## src/rtl/fpcvt_seq.sv

```systemverilog
// Sequential two's-complement to sign/exponent/mantissa converter (value = F*2^E).
// Optional round-half-up with saturation when FPCVT_ROUND_EN is defined; truncation otherwise.
module fpcvt_seq #(
    parameter int DW = 12,
    parameter int EW = 3,
    parameter int FW = 4
) (
    input  logic          clk,
    input  logic          rst,
    input  logic          in_valid,
    output logic          in_ready,
    input  logic [DW-1:0] D,
    output logic          out_valid,
    input  logic          out_ready,
    output logic          S,
    output logic [EW-1:0] E,
    output logic [FW-1:0] F
);

    localparam int            EMAX   = DW - 1 - FW;
    localparam logic [EW-1:0] E_MAX  = EW'(EMAX);
    localparam logic [FW-1:0] F_HALF = {1'b1, {(FW-1){1'b0}}};

    typedef enum logic [1:0] {IDLE, NORM, RND, DONE} state_t;

    state_t        r_state;
    state_t        w_state_next;
    logic [DW-2:0] r_mag;
    logic [EW-1:0] r_ec;
    logic          r_sign;
    logic          r_s;
    logic [EW-1:0] r_e;
    logic [FW-1:0] r_f;

    logic [DW-1:0] w_abs;
    logic [DW-2:0] w_mag;
    logic          w_norm_done;
    logic [FW-1:0] w_fm;
    logic [FW-1:0] w_f_rnd;
    logic [EW-1:0] w_e_rnd;

    // The most negative sample has no positive counterpart; clamp its magnitude.
    assign w_abs       = D[DW-1] ? (~D + DW'(1)) : D;
    assign w_mag       = w_abs[DW-1] ? {(DW-1){1'b1}} : w_abs[DW-2:0];
    assign w_norm_done = r_mag[DW-2] || (r_ec == '0);
    assign w_fm        = r_mag[DW-2 -: FW];

    always_comb begin
        w_f_rnd = w_fm;
        w_e_rnd = r_ec;
`ifdef FPCVT_ROUND_EN
        if (r_mag[DW-2-FW]) begin
            if (w_fm != '1) begin
                w_f_rnd = w_fm + FW'(1);
            end else if (r_ec != E_MAX) begin
                w_f_rnd = F_HALF;
                w_e_rnd = r_ec + EW'(1);
            end
        end
`endif
    end

    always_ff @(posedge clk) begin
        if (rst) begin
            r_state <= IDLE;
        end else begin
            r_state <= w_state_next;
        end
    end

    always_comb begin
        w_state_next = r_state;
        case (r_state)
            IDLE:    if (in_valid) w_state_next = NORM;
            NORM:    if (w_norm_done) w_state_next = RND;
            RND:     w_state_next = DONE;
            DONE:    if (out_ready) w_state_next = IDLE;
            default: w_state_next = IDLE;
        endcase
    end

    always_ff @(posedge clk) begin
        if (rst) begin
            r_mag  <= '0;
            r_ec   <= '0;
            r_sign <= 1'b0;
            r_s    <= 1'b0;
            r_e    <= '0;
            r_f    <= '0;
        end else begin
            case (r_state)
                IDLE: begin
                    if (in_valid) begin
                        r_sign <= D[DW-1];
                        r_mag  <= w_mag;
                        r_ec   <= E_MAX;
                    end
                end
                NORM: begin
                    if (!w_norm_done) begin
                        r_mag <= {r_mag[DW-3:0], 1'b0};
                        r_ec  <= r_ec - EW'(1);
                    end
                end
                RND: begin
                    r_s <= r_sign;
                    r_e <= w_e_rnd;
                    r_f <= w_f_rnd;
                end
                default: ;
            endcase
        end
    end

    assign in_ready  = (r_state == IDLE) && !rst;
    assign out_valid = (r_state == DONE);
    assign S         = r_s;
    assign E         = r_e;
    assign F         = r_f;

endmodule

```

## config.mk

```make
export PLATFORM = sky130hd
export DESIGN_NAME = fpcvt_seq
export DESIGN_NICKNAME = d
export VERILOG_FILES = /design/src/rtl/fpcvt_seq.sv
export SDC_FILE = /design/constraint.sdc
export NUM_CORES = 1
export LEC_CHECK = 0
export ABC_AREA = 1
export CAP_MARGIN = 20
export CELL_PAD_IN_SITES_DETAIL_PLACEMENT = 1
export CELL_PAD_IN_SITES_GLOBAL_PLACEMENT = 1
export CORE_MARGIN = 2
export CORE_UTILIZATION = 37
export CTS_CLUSTER_SIZE = 16
export DETAILED_ROUTE_END_ITERATION = 6
export PLACE_DENSITY_LB_ADDON = 0.1
export SYNTH_ARGS = -nofsm -noshare
export SYNTH_HDL_FRONTEND = slang
export SYNTH_SLANG_ARGS = --single-unit
```

## constraint.sdc

```tcl
create_clock -name clk -period 1.7 [get_ports clk]
set_input_delay 0.255 -clock clk [delete_from_list [all_inputs] [get_ports clk]]
set_output_delay 0.255 -clock clk [all_outputs]
set_load 0.01 [all_outputs]
```

==> impl_metrics.tcl <==
set metrics [dict create \
    drtIter0Drc 22 \
    ys_seq_elements 25 \
    grt_first_pass_wirelength_um 6440 \
    grt_max_degree 26 \
    ys_seq_area_frac 0.331 \
    drc 0 \
    drt-total-wl_um 3880 \
    fin_crit_sh 0.948 \
    rows 23 \
    hold_ws_ns 0.474 \
    max_freq_mhz 621 \
    hold_path_class "reg2reg" \
    start_kind "flip-flop" \
    pin_count 26 \
    portBuffers 25 \
    finalCriticalPeriod_ns 1.61 \
    clk_pin_slew_ns 0.10 \
    cts_hold_buf 0 \
    cts_buffer_depth 2 \
    grt_pass1_vias 1473 \
    post-route-util 0.505 \
    final-max-slew-violation-count 0 \
    n_fill_cell 512 \
    max_cap_violations 0 \
    crit_fanout 5 \
    synth_cell_types 33 \
    post-dp-hpwl_um 3030 \
    die_area_mm2 0.00461 \
    viasPerCell 4.92 \
    detail_route.first_pass.iterations 4 \
    crit_type "reg2reg" \
    place.gp.congestion 0.795 \
    htreeDepth 1 \
    dp_cells 289 \
    critPathCaptureType "flip-flop" \
    rrSetupSlack_ns 0.09 \
    grtUsageTotal 0.181 \
    synth_area_leaders "dfxtp_1 33%, nand2_1 12%, ha_1 6.6%, a21oi_2 5.8%, nor2_1 5.5%" \
    final_hold_viol_count 0 \
    clk_latency_ns 0.27 \
    syn-num-nets 232 \
    via_count 1457 \
    synth_top_area_share 0.331 \
    core_mm2 0.00397 \
    design_area_mm2 0.00201 \
    cts_tree "built" \
    worstPathArrival_ns 1.81 \
    netlist_area_mm2 0.00151 \
    syn_inst 208 \
    nets 271 \
    powerDensity_mw_per_mm2 1590 \
    diodes 0 \
    place_area_mm2 0.00188 \
    final_cell_mix "50 x nand2_1, 23 x dfxtp_1, 23 x clkdlybuf4s50_1" \
    layout_commonest_cell "nand2_1" \
    start_util 0.380 \
    worstMarginPinSlew_ns 0.524 \
    setup-violations-final 0 \
    worst_slack_ns 0.0888 \
    die-height_um 67.9 \
    power.total_mw 3.20 \
    drive_gt1_frac 0.240 \
    setup_tns_ns 0 \
    grt-ovfl-total 0 \
    yosysWarnings 0 \
    area_growth_pct 32.8 \
    status "finished, final reports clean" \
    die_x_um 67.9 \
    clockRootBuffer "clkbuf_8" \
    slew_headroom 0.651 \
    dp_slack_ns -0.0672 \
    yosys.area.top_type "dfxtp_1" \
    numCtsBuffers 3 \
    p_leak_nw 0.859 \
    fin_cells 296 \
    antenna_found_initial 0 \
    rsz0062_at_grt "yes" \
    finalClockSkew_ns 0.0108 \
    ant_nets 0 \
    synth.avg_cell_area_um2 7.26 \
    wire_per_inst_um 13.1 \
    clock-sinks 25 \
    worstPathRequired_ns 1.90 \
    peakVddDrop_v 0.000515 \
]
## flip-flops by register name (all words and copies together), names as in the netlist
signal	flops
r_mag	11
F	4
E	3
r_ec	3
r_state	2
S	1
r_sign	1
## layout make-up
type,instances,area [µm²],area share
Sequential cell,25,503,0.251
Multi-Input combinational cell,151,910,0.454
Clock buffer,3,41.3,0.0206
Clock inverter,1,7.51,0.00374
Inverter,24,95.1,0.0474
Tap cell,50,62.6,0.0312
Timing Repair Buffer,42,387,0.193
## where the power goes
| part | switching, mW | total, mW | internal, mW | leakage [nW] |
|---|---|---|---|---|
| clock network | 0.192 | 0.357 | 0.166 | 0.0217 |
| registers | 0.136 | 0.960 | 0.824 | 0.206 |
| logic | 1.05 | 1.88 | 0.830 | 0.631 |
## Yosys cell counts, drive strengths merged
| cell | count |
|---|---|
| a211oi | 10 |
| a21oi | 21 |
| a311oi | 1 |
| buf | 8 |
| clkbuf | 1 |
| dfxtp | 25 |
| ha | 8 |
| inv | 24 |
| mux2i | 1 |
| nand2 | 55 |
| nand3 | 12 |
| nand3b | 1 |
| nand4 | 2 |
| nor2 | 26 |
| nor3 | 2 |
| o211ai | 1 |
| o21ai | 6 |
| o21bai | 1 |
| xnor2 | 1 |
| xor2 | 2 |
## cells by family (layout without fill, tap and decap cells)
| group | count (synthesis) | in the layout | synth area share |
|---|---|---|---|
| mux | 1 | 1 | 0.00663 |
| compound gates | 40 | 40 | 0.186 |
| xor+xnor | 3 | 3 | 0.0174 |
| fa+ha+maj | 8 | 8 | 0.0663 |
| buf+inv | 33 | 70 | 0.100 |
| simple gates | 98 | 99 | 0.292 |
| flops | 25 | 25 | 0.331 |
## critical path, stage by stage (launching register included)
cell and delay, ns:
dfxtp_2 0.35, inv_2 0.05, ha_4 0.16, ha_4 0.15, nor2_4 0.10, nand2_2 0.08, o21ai_4 0.09, nand2_4 0.12
buf_4 0.16, a21oi_2 0.10, nand2_1 0.07, a21oi_2 0.10
## metal layers
metal / part of all wire / GRT usage
met5: 0 / 0
met4: 0.0044 / 0.0300
met3: 0.025 / 0.0247
met2: 0.53 / 0.360
met1: 0.44 / 0.206
## what timing repair did
action / in CTS / in global routing
cloned: 1 / 0
endpoints found under the hold margin: 0 / 0
setup buffers: 1 / 1
pin swaps: 1 / 4
resized for setup: 5 / 16
setup endpoints to repair: 8 / 15
## path summary, 6_finish.rpt
kind                                from  endpoint  cells past startpoint
worst max-delay path             r_ec[1]  r_mag[8]                     11
worst min-delay path            r_mag[2]  r_mag[2]                      2
worst max register to register   r_ec[1]  r_mag[8]                     11
worst min register to register  r_mag[2]  r_mag[2]                      2
Note: power is estimated with default switching activity, not from simulation.
